## src/rtl/led_pattern_pkg.sv

```systemverilog
// rtl/led_pattern_pkg.sv - mode encodings shared by the LED pattern engine
package led_pattern_pkg;

  localparam int MODE_W = 2;

  typedef enum logic [MODE_W-1:0] {
    MODE_STATIC  = 2'd0,
    MODE_ROT_R   = 2'd1,
    MODE_ROT_L   = 2'd2,
    MODE_BREATHE = 2'd3
  } mode_e;

endpackage

```

## src/rtl/tick_divider.sv

```systemverilog
// rtl/tick_divider.sv - free-running prescaler emitting a one-cycle tick every DIV clocks
module tick_divider #(
  parameter int DIV = 1200000
) (
  input  logic clk_12mhz,
  input  logic reset,
  output logic tick
);

  localparam int W = (DIV > 1) ? $clog2(DIV) : 1;
  localparam logic [W-1:0] LAST = W'(DIV - 1);

  logic [W-1:0] count;

  always_ff @(posedge clk_12mhz) begin
    if (reset) begin
      count <= '0;
    end else if (count == LAST) begin
      count <= '0;
    end else begin
      count <= count + 1'b1;
    end
  end

  assign tick = (count == LAST);

endmodule

```

## src/rtl/led_pattern_gen.sv

```systemverilog
// rtl/led_pattern_gen.sv - rotate/static/breathe LED engine with tick-aligned config updates
module led_pattern_gen
  import led_pattern_pkg::*;
#(
  parameter int                  NUM_LEDS     = 8,
  parameter int                  TICK_DIV     = 1200000,
  parameter int                  PWM_BITS     = 4,
  parameter logic [NUM_LEDS-1:0] INIT_PATTERN = NUM_LEDS'(8'b00111011)
) (
  input  logic                clk_12mhz,
  input  logic                reset,
  input  logic                cfg_valid,
  output logic                cfg_ready,
  input  logic [MODE_W-1:0]   cfg_mode,
  input  logic [NUM_LEDS-1:0] cfg_pattern,
  output logic                tick,
  output logic [NUM_LEDS-1:0] leds
);

  localparam logic [PWM_BITS-1:0] DUTY_MAX = '1;

  mode_e               mode, mode_n;
  logic [NUM_LEDS-1:0] pattern, pattern_n;
  logic [PWM_BITS-1:0] duty, duty_n;
  logic                dir_up, dir_up_n;
  logic [PWM_BITS-1:0] pwm_cnt;
  logic                pend_valid, pend_valid_n;
  mode_e               pend_mode, pend_mode_n;
  logic [NUM_LEDS-1:0] pend_pattern, pend_pattern_n;
  logic [NUM_LEDS-1:0] leds_n;

  tick_divider #(.DIV(TICK_DIV)) u_tick_divider (
    .clk_12mhz (clk_12mhz),
    .reset     (reset),
    .tick      (tick)
  );

  // The pending slot is the only buffer, so readiness is simply "slot empty".
  assign cfg_ready = ~pend_valid;

  always_comb begin
    mode_n         = mode;
    pattern_n      = pattern;
    duty_n         = duty;
    dir_up_n       = dir_up;
    pend_valid_n   = pend_valid;
    pend_mode_n    = pend_mode;
    pend_pattern_n = pend_pattern;

    if (tick) begin
      if (pend_valid) begin
        mode_n       = pend_mode;
        pattern_n    = pend_pattern;
        duty_n       = '0;
        dir_up_n     = 1'b1;
        pend_valid_n = 1'b0;
      end else begin
        case (mode)
          MODE_ROT_R: pattern_n = {pattern[0], pattern[NUM_LEDS-1:1]};
          MODE_ROT_L: pattern_n = {pattern[NUM_LEDS-2:0], pattern[NUM_LEDS-1]};
          MODE_BREATHE: begin
            if (dir_up) begin
              if (duty == DUTY_MAX) begin
                dir_up_n = 1'b0;
                duty_n   = DUTY_MAX - 1'b1;
              end else begin
                duty_n = duty + 1'b1;
              end
            end else begin
              if (duty == '0) begin
                dir_up_n = 1'b1;
                duty_n   = PWM_BITS'(1);
              end else begin
                duty_n = duty - 1'b1;
              end
            end
          end
          default: ;
        endcase
      end
    end

    // Accept only with an empty slot, so this never collides with the apply above.
    if (cfg_valid && cfg_ready) begin
      pend_valid_n   = 1'b1;
      pend_mode_n    = mode_e'(cfg_mode);
      pend_pattern_n = cfg_pattern;
    end

    if (mode == MODE_BREATHE) begin
      leds_n = pattern & {NUM_LEDS{pwm_cnt < duty}};
    end else begin
      leds_n = pattern;
    end
  end

  always_ff @(posedge clk_12mhz) begin
    if (reset) begin
      mode         <= MODE_ROT_R;
      pattern      <= INIT_PATTERN;
      duty         <= '0;
      dir_up       <= 1'b1;
      pwm_cnt      <= '0;
      pend_valid   <= 1'b0;
      pend_mode    <= MODE_STATIC;
      pend_pattern <= '0;
      leds         <= INIT_PATTERN;
    end else begin
      mode         <= mode_n;
      pattern      <= pattern_n;
      duty         <= duty_n;
      dir_up       <= dir_up_n;
      pwm_cnt      <= pwm_cnt + 1'b1;
      pend_valid   <= pend_valid_n;
      pend_mode    <= pend_mode_n;
      pend_pattern <= pend_pattern_n;
      leds         <= leds_n;
    end
  end

endmodule

```

## config.mk

```make
export PLATFORM = sky130hd
export DESIGN_NAME = led_pattern_gen
export DESIGN_NICKNAME = d
export VERILOG_FILES = /design/src/rtl/led_pattern_pkg.sv /design/src/rtl/tick_divider.sv /design/src/rtl/led_pattern_gen.sv
export SDC_FILE = /design/constraint.sdc
export NUM_CORES = 1
export LEC_CHECK = 0
export CORE_UTILIZATION = 50
export CTS_BUF_LIST = sky130_fd_sc_hd__clkbuf_16
export DETAILED_ROUTE_END_ITERATION = 16
export PLACE_DENSITY = 0.79
export SYNTH_ARGS = -nofsm -noshare
export SYNTH_HDL_FRONTEND = slang
export SYNTH_SLANG_ARGS = --single-unit
```

## constraint.sdc

```tcl
create_clock -name clk_12mhz -period 2 [get_ports clk_12mhz]
set_input_delay 0.4 -clock clk_12mhz [delete_from_list [all_inputs] [get_ports clk_12mhz]]
set_output_delay 0.4 -clock clk_12mhz [all_outputs]
set_load 0.05 [all_outputs]
```

==> results of run 1 <==
-- timing repair --
action / 4_1_cts / 5_1_grt
setup endpoints to repair: 1 / 6
cloned: 0 / 0
pin swaps: 4 / 4
gates resized for setup: 11 / 2
setup buffers: 3 / 1
-- through the flow --
step                power (mW)  hold slack [ns]  worst slack (ns)
finish                    2.98            0.457           -0.0185
global route              3.09            0.483           -0.0628
CTS                       3.00            0.416           0.00186
detailed placement        1.38            0.435            0.0386
global placement          1.38            0.431            0.0961
floorplan                 1.33            0.418            0.0180
-- cell usage after synthesis --
cell type   n
dfxtp_1    59
nor2_1     44
nand2_1    39
a21oi_1    18
o21ai_0    16
xor2_1     14
mux2i_1    13
clkbuf_1   11
inv_1      10
nand2b_1    9
nor2b_1     9
ha_1        8
nand3_1     8
xnor2_1     8
nor3_1      7
a211o_1     5
and3_1      4
nand4_1     4
nand3b_1    3
nor4_1      3
o41ai_1     3
a211oi_1    2
buf_1       2
nor4b_1     2
nor4bb_1    2
o2111ai_1   2
o31ai_1     2
or2_2       2
a2111oi_4   1
a21o_1      1
a221o_1     1
a311oi_4    1
a31oi_1     1
and4_1      1
buf_2       1
buf_6       1
nand3_2     1
nand4_2     1
or2_0       1
or3_4       1
-- routing by layer --
metal	share of wire (%)	GRT usage, %	vias up	wire (microns)
met5	0	0	-	0
met4	2.1	10.2	0	120
met3	3.3	6.95	11	185
met2	46	33.9	36	2620
met1	49	26.0	1045	2760
li1	-	-	1179	-
-- critical path, stage by stage, from the launching register on --
cell,delay [ns]
dfxtp_2,0.35
ha_4,0.14
nand2_2,0.06
or3_4,0.43
nor2_4,0.17
buf_12,0.15
-- worst paths after layout --
path	start	endpoint	slack [ns]	depth (start not counted)
max	u_tick_divider.count[0]	tick	-0.02	5
min	pend_pattern[2]	pend_pattern[2]	0.46	2
min reg2reg	pend_pattern[2]	pend_pattern[2]	0.46	2
max reg2reg	u_tick_divider.count[7]	pattern[0]	0.05	8
-- cells by family after synthesis --
group	Yosys count	share of synthesized area [%]
simple gates	141	25.0
flops	59	42.8
compound gates	53	13.2
buf+inv	25	3.72
xor+xnor	22	6.98
mux	13	4.71
fa+ha+maj	8	3.62
-- state kept, by name, indices dropped and copies added (netlist names) --
signal,flops
dir_up,1
pend_pattern,8
pattern,8
pend_valid,1
pwm_cnt,4
duty,4
mode,2
u_tick_divider.count,21
leds,8
pend_mode,2
-- power groups by stage --
stage	registers (mW)	logic, mW	clock network [mW]
6_report	1.22	0.146	1.61
3_5_place_dp	1.24	0.140	0
4_1_cts	1.22	0.142	1.64
3_3_place_gp	1.24	0.137	0
2_1_floorplan	1.24	0.0890	0
5_1_grt	1.22	0.161	1.71
-- final cells by class --
cell class	instances	area share, %
Clock inverter	7	2.63
Multi-Input combinational cell	237	42.7
Timing Repair Buffer	41	10.9
Inverter	10	1.06
Sequential cell	59	33.8
Tap cell	70	2.48
Clock buffer	9	6.39
==> impl_metrics.json, run 1 <==
{
  "slew_headroom_pct": 67.2,
  "floorplan.initialDensity_pct": 53.1,
  "numClockSinks": 59,
  "root_buffer": "clkbuf_16",
  "numCtsBuffers": 9,
  "timing_worst_slew_pin_value_ns": 0.491,
  "fillers": 397,
  "fin_cells": 433,
  "worstSkewPairLatency_ns": 0.32,
  "status": "finished with violations",
  "multi_input_area_sq_um": 1510,
  "fp-row-count": 26,
  "die_h_microns": 76.3,
  "hpwl_microns": 3770,
  "p_leak_nw": 1.32,
  "cp-end-kind": "output port",
  "finalSetupViolations": 1,
  "cts_tree": "built",
  "synth_area_leaders": "dfxtp_1 43%, nor2_1 6.0%, nand2_1 5.3%",
  "pwr-share-seq_pct": 40.9,
  "violations": "setup timing",
  "wirelength_microns": 5680,
  "first_iter_violations": 165,
  "cp.arrival_ns": 1.62,
  "ys_ff_latch": 59,
  "cellPowerDensity_nw_per_um2": 844,
  "coreArea_sq_um": 5200,
  "viasPerCell": 5.24,
  "regArea_sq_um": 1190,
  "dieArea_sq_um": 5820,
  "clockBufferDepth": 2,
  "cts_hold_buf": 0,
  "track_usage_pct": 21.3,
  "grt_pass1_wl_microns": 9870,
  "grt_pass1_vias": 2192,
  "layout_commonest_cell": "dfxtp_1",
  "worstSetupStartpointType": "flop",
  "synth.distinct_cells": 40,
  "comb_power_share_pct": 4.9,
  "antenna_left": 0,
  "path_clk_slew_ns": 0.05,
  "place.port_buffers": 22,
  "yosysWarnings": 0,
  "nets": 379,
  "yosys.area.top_type": "dfxtp_1",
  "syn2layout_area_growth_pct": 27.6,
  "wl_per_cell_microns": 13.1,
  "num_vias": 2271,
  "antenna_found_initial": 0,
  "avgSynthCellArea_sq_um": 8.60,
  "peakVddDrop_v": 0.000614,
  "power.switching_mw": 0.627,
  "synth_area_sq_um": 2760,
  "layout_setup_ws_ns": -0.0185,
  "final_layout_size_suffix_gt1_share_pct": 15.4,
  "gp_congestion": 0.801,
  "place_inst": 413,
  "placed_area_sq_um": 3140,
  "path_max_fanout": 3,
  "finalClockSkew_ns": 0.00444,
  "io_pins": 23,
  "synth_cells": 321,
  "final_cell_area_sq_um": 3520,
  "postLayoutCoreUtil_pct": 67.7,
  "antennaDiodeCount": 0,
  "criticalPathCategory": "reg2out",
  "fmax_mhz": 495,
  "drv_cap": 0,
  "crit_required_ns": 1.60,
  "firstDrtPassIters": 4,
  "slew_violations": 0,
  "p_int_mw": 2.35,
  "clock_power_share_pct": 54.2,
  "post-route-period-util_pct": 101,
  "grt_setup_unrepaired": "true",
  "mostFrequentLayoutCells": "50 x dfxtp_1, 43 x nor2_1, 38 x nand2_1, 20 x clkdlybuf4s50_1, 19 x buf_4",
  "ys_seq_area_share_pct": 42.8,
  "setup_tns_ns": -0.0185,
  "switching_share_pct": 21.1,
  "min_path_type": "reg2reg",
  "grt_overflow": 0,
  "synth_top_area_share_pct": 42.8,
  "period_needed_ns": 2.02,
  "synth_nets": 342,
  "hold_viol": 0,
  "grt_max_degree": 32,
  "drc": 0,
  "cts_max_level": 3,
  "die_w_microns": 76.3
}
(Power assumes the default switching activity.)
==> run 2: changes to the inputs <==
- CORE_ASPECT_RATIO: default -> 2
- GPL_ROUTABILITY_DRIVEN: default -> 0
==> impl_metrics.json, run 2 (synthesis results as in run 1) <==
{
  "grt_overflow": 0,
  "power_mw": 2.66,
  "timing_worst_slew_pin_value_ns": 0.507,
  "slowest_delay_ns": 0.42,
  "wl_met3_microns": 173,
  "mostFrequentLayoutCells": "48 x dfxtp_1, 43 x nor2_1, 38 x nand2_1, 28 x buf_4, 20 x clkdlybuf4s50_1",
  "fp-row-count": 38,
  "postLayoutCoreUtil_pct": 65.6,
  "die_w_microns": 54.6,
  "drc": 0,
  "fillers": 413,
  "worstSetupStartpointType": "flop",
  "multi_input_area_sq_um": 1540,
  "slew_violations": 0,
  "path_clk_slew_ns": 0.05,
  "dieArea_sq_um": 5840,
  "layout_setup_ws_ns": -0.0240,
  "place_inst": 412,
  "firstDrtPassIters": 4,
  "antennaDiodeCount": 0,
  "drv_cap": 0,
  "antenna_left": 0,
  "numCtsBuffers": 9,
  "layout_commonest_cell": "dfxtp_1",
  "finalSetupViolations": 1,
  "viasPerCell": 5.57,
  "min_path_type": "reg2reg",
  "antenna_found_initial": 0,
  "floorplan.initialDensity_pct": 51.4,
  "crit_required_ns": 1.60,
  "place.port_buffers": 22,
  "wl_met1_microns": 2270,
  "peakVddDrop_v": 0.000655,
  "period_needed_ns": 2.02,
  "cts_max_level": 3,
  "worstSkewPairLatency_ns": 0.32,
  "violations": "setup timing",
  "hpwl_microns": 4530,
  "io_pins": 23,
  "finalClockSkew_ns": 0.00697,
  "cp.arrival_ns": 1.62,
  "wl_per_cell_microns": 15.2,
  "cp-end-kind": "output port",
  "clockBufferDepth": 2,
  "largest_reg_flops": 21,
  "slew_headroom_pct": 66.2,
  "fin_cells": 430,
  "regArea_sq_um": 1200,
  "grt_pass1_vias": 2439,
  "path_cells": "ha_4 > nand2_4 > or3_4 > nor2_4 > buf_12",
  "cts_hold_buf": 0,
  "cts_tree": "built",
  "criticalPathCategory": "reg2out",
  "grt_pass1_wl_microns": 10300,
  "p_leak_nw": 1.35,
  "status": "finished with violations",
  "place_ws_ns": 0.0121,
  "die_h_microns": 107,
  "post-route-period-util_pct": 101,
  "num_vias": 2396,
  "syn2layout_area_growth_pct": 27.6,
  "hold_viol": 0,
  "critPathTopFamily": "simple AND/OR/NAND/NOR gates",
  "nets": 387,
  "numClockSinks": 59,
  "first_iter_violations": 52,
  "cellPowerDensity_nw_per_um2": 755,
  "whs_ns": 0.458,
  "grt_max_degree": 24,
  "regMostFlops": "u_tick_divider.count",
  "fmax_mhz": 494,
  "final_layout_size_suffix_gt1_share_pct": 16.8,
  "crit_buf_inv": 1,
  "wirelength_microns": 6520,
  "coreArea_sq_um": 5370,
  "path_max_fanout": 3,
  "worst_path_max_delay_cell": "or3_4",
  "root_buffer": "clkbuf_16",
  "wl_met2_microns": 3640,
  "grt_setup_unrepaired": "true",
  "track_usage_pct": 24.9,
  "top_layer": "met4"
}
-- run 2: cell types whose count changed in the layout (fill, tap and decap cells not counted), sizes merged --
cell	change
buf	+8
clkinv	+3
bufinv	-2
clkinvlp	-2
-- run 2: cell type report --
cell class              count  area share (%)
repair buffers             49            12.2
clock buffers               9            6.39
inverters                  10            1.06
flip-flops and latches     59            34.0
clock inverters             6           0.674
multi-input cells         237            43.6
well taps                  60            2.13
-- run 2: per-layer routing --
| metal | GRT usage [%] | up-vias |
|---|---|---|
| li1 | - | 1189 |
| met1 | 20.6 | 1113 |
| met2 | 46.4 | 57 |
| met3 | 5.25 | 37 |
| met4 | 18.1 | 0 |
| met5 | 0 | - |
-- run 2: worst paths after layout --
kind	depth (start not counted)	slack [ns]	to	startpoint
worst min register to register	1	0.46	pwm_cnt[0]	pwm_cnt[0]
worst max-delay path	5	-0.02	tick	u_tick_divider.count[1]
worst min-delay path	1	0.46	pwm_cnt[0]	pwm_cnt[0]
worst max register to register	7	0.09	pattern[1]	u_tick_divider.count[1]
-- run 2: through the flow --
| stage | TNS, ns | cell area [sq um] |
|---|---|---|
| floorplan | 0 | 2770 |
| global placement | 0 | 3190 |
| detailed placement | 0 | 3190 |
| CTS | 0 | 3480 |
| global route | -0.0618 | 3520 |
| finish | -0.0240 | 3520 |
-- run 2: worst reg2reg max path, stage by stage, from the launching register on --
cell      delay (ns)
dfxtp_2         0.35
ha_4            0.15
nand2_4         0.05
or3_4           0.42
a311oi_4        0.29
buf_4           0.21
nor2b_1         0.06
a211o_1         0.27
-- run 2: repair_timing --
item                                    4_1_cts  5_1_grt
resized for setup                            11        9
buffers inserted                              2        1
endpoints found under the setup margin        2        3
pin swaps                                     3        6
-- run 2: power by group --
group / switching, mW / total (mW) / internal, mW / leakage, nW
clock network: 0.486 / 1.29 / 0.803 / 0.123
registers: 0.0170 / 1.22 / 1.20 / 0.484
logic: 0.0857 / 0.154 / 0.0680 / 0.741
total: 0.589 / 2.66 / 2.07 / 1.35
==> run 3: changes to the inputs <==
- ABC_CLOCK_PERIOD_IN_PS: default -> 2000
- CORE_UTILIZATION: 50 -> 25
- CTS_BUF_LIST: sky130_fd_sc_hd__clkbuf_16 -> default
- PLACE_DENSITY: 0.79 -> 0.48
==> impl_metrics.json, run 3 (synthesis results as in run 1) <==
{
  "status": "finished, final reports clean",
  "timing_worst_slew_pin_value_ns": 0.496,
  "nets": 391,
  "place_inst": 494,
  "slew_headroom_pct": 66.8,
  "firstDrtPassIters": 4,
  "finalClockSkew_ns": 0.00561,
  "cp.arrival_ns": 1.60,
  "hold_end": "pend_pattern[5]",
  "cts_tree": "built",
  "rr_endpoint": "pattern[0]",
  "viasPerCell": 4.50,
  "path_clk_slew_ns": 0.05,
  "period_needed_ns": 2.00,
  "fin_cells": 513,
  "wirelength_microns": 6510,
  "peakVddDrop_v": 0.000467,
  "floorplan.initialDensity_pct": 25.5,
  "worstSkewPairLatency_ns": 0.33,
  "antenna_found_initial": 0,
  "multi_input_area_sq_um": 1520,
  "drv_cap": 0,
  "clockBufferDepth": 2,
  "fp-row-count": 54,
  "criticalPathCategory": "reg2out",
  "crit_required_ns": 1.60,
  "dieArea_sq_um": 11500,
  "track_usage_pct": 12.6,
  "finalSetupViolations": 0,
  "grt_pass1_vias": 2353,
  "cp-end-kind": "output port",
  "largest_reg_flops": 21,
  "wl_met1_microns": 2520,
  "worstSetupStartpointType": "flop",
  "cts_max_level": 3,
  "die_h_microns": 151,
  "reg2reg_slack_ns": 0.06,
  "hpwl_microns": 4790,
  "wl_met3_microns": 167,
  "whs_ns": 0.458,
  "fillers": 1179,
  "layout_commonest_cell": "dfxtp_1",
  "place.port_buffers": 22,
  "fmax_mhz": 500,
  "wl_met2_microns": 3690,
  "min_path_type": "reg2reg",
  "mostFrequentLayoutCells": "53 x dfxtp_1, 43 x nor2_1, 38 x nand2_1, 28 x buf_4, 20 x clkdlybuf4s50_1",
  "regArea_sq_um": 1190,
  "coreArea_sq_um": 10800,
  "path_max_fanout": 3,
  "regMostFlops": "u_tick_divider.count",
  "grt_overflow": 0,
  "numCtsBuffers": 9,
  "wl_per_cell_microns": 12.7,
  "p_leak_nw": 1.41,
  "grt_max_degree": 44,
  "antenna_left": 0,
  "grt_setup_unrepaired": "true",
  "hold_viol": 0,
  "numClockSinks": 59,
  "syn2layout_area_growth_pct": 34.8,
  "drc": 0,
  "antennaDiodeCount": 0,
  "io_pins": 23,
  "cellPowerDensity_nw_per_um2": 791,
  "slew_violations": 0,
  "grt_pass1_wl_microns": 11000,
  "die_w_microns": 76.3,
  "num_vias": 2310,
  "holdCritStartpoint": "pend_pattern[5]",
  "r2r_cells": 8,
  "hold_depth": 2,
  "root_buffer": "clkbuf_16",
  "top_layer": "met4",
  "worstReg2RegStart": "u_tick_divider.count[15]",
  "first_iter_violations": 114,
  "final_layout_size_suffix_gt1_share_pct": 17.4,
  "post-route-period-util_pct": 100
}
-- run 3: routing by layer --
layer | up-vias | track usage [%]
met4 | 0 | 6.63
met1 | 1080 | 11.6
met2 | 25 | 24.5
met3 | 8 | 3.33
li1 | 1197 | -
met5 | - | 0
-- run 3: worst max-delay path, stage by stage (launching register included) --
cell	delay, ns
dfxtp_2	0.35
ha_4	0.15
nand2_4	0.04
or3_4	0.42
nor2_4	0.16
buf_12	0.15
-- run 3: worst max path at each step --
| stage | startpoint | end | slack [ns] | depth (start not counted) |
|---|---|---|---|---|
| 4_1_cts | u_tick_divider.count[16] | tick | -0.02 | 5 |
| 3_5_place_dp | u_tick_divider.count[0] | pattern[3] | 0.06 | 7 |
| 5_1_grt | u_tick_divider.count[1] | tick | -0.05 | 5 |
| 6_report | u_tick_divider.count[1] | tick | 0.0009 | 5 |
| 3_3_place_gp | u_tick_divider.count[20] | pattern[3] | 0.09 | 7 |
| 2_1_floorplan | u_tick_divider.count[0] | u_tick_divider.count[13] | 0.02 | 7 |
-- run 3: area by class of cell --
type,count,area share [%]
Clock buffer,12,7.16
Multi-Input combinational cell,237,40.8
Clock inverter,2,0.941
Tap cell,140,4.71
Inverter,10,1.01
Sequential cell,59,31.9
Timing Repair Buffer,53,13.5
-- run 3: power breakdown --
group | internal, mW | switching [mW]
Clock | 1.05 | 0.520
Combinational | 0.0740 | 0.0845
Sequential | 1.20 | 0.0160
Total | 2.32 | 0.620
-- run 3: per-stage QoR --
stage	power [mW]	worst slack [ns]	instance area (sq um)	setup TNS, ns	util, %
finish	2.94	0.000892	3720	0	34.4
global route	3.06	-0.0528	3720	-0.210	34.4
CTS	2.98	-0.0158	3690	-0.0158	34.1
detailed placement	1.39	0.0582	3340	0	30.9
global placement	1.39	0.0899	3340	0	30.9
floorplan	1.33	0.0180	2770	0	-
-- run 3: repair_timing --
item	4_1_cts	5_1_grt
buffers inserted	3	2
resized for setup	10	3
hold buffers	0	0
pin swaps	5	4
endpoints found under the setup margin	1	7
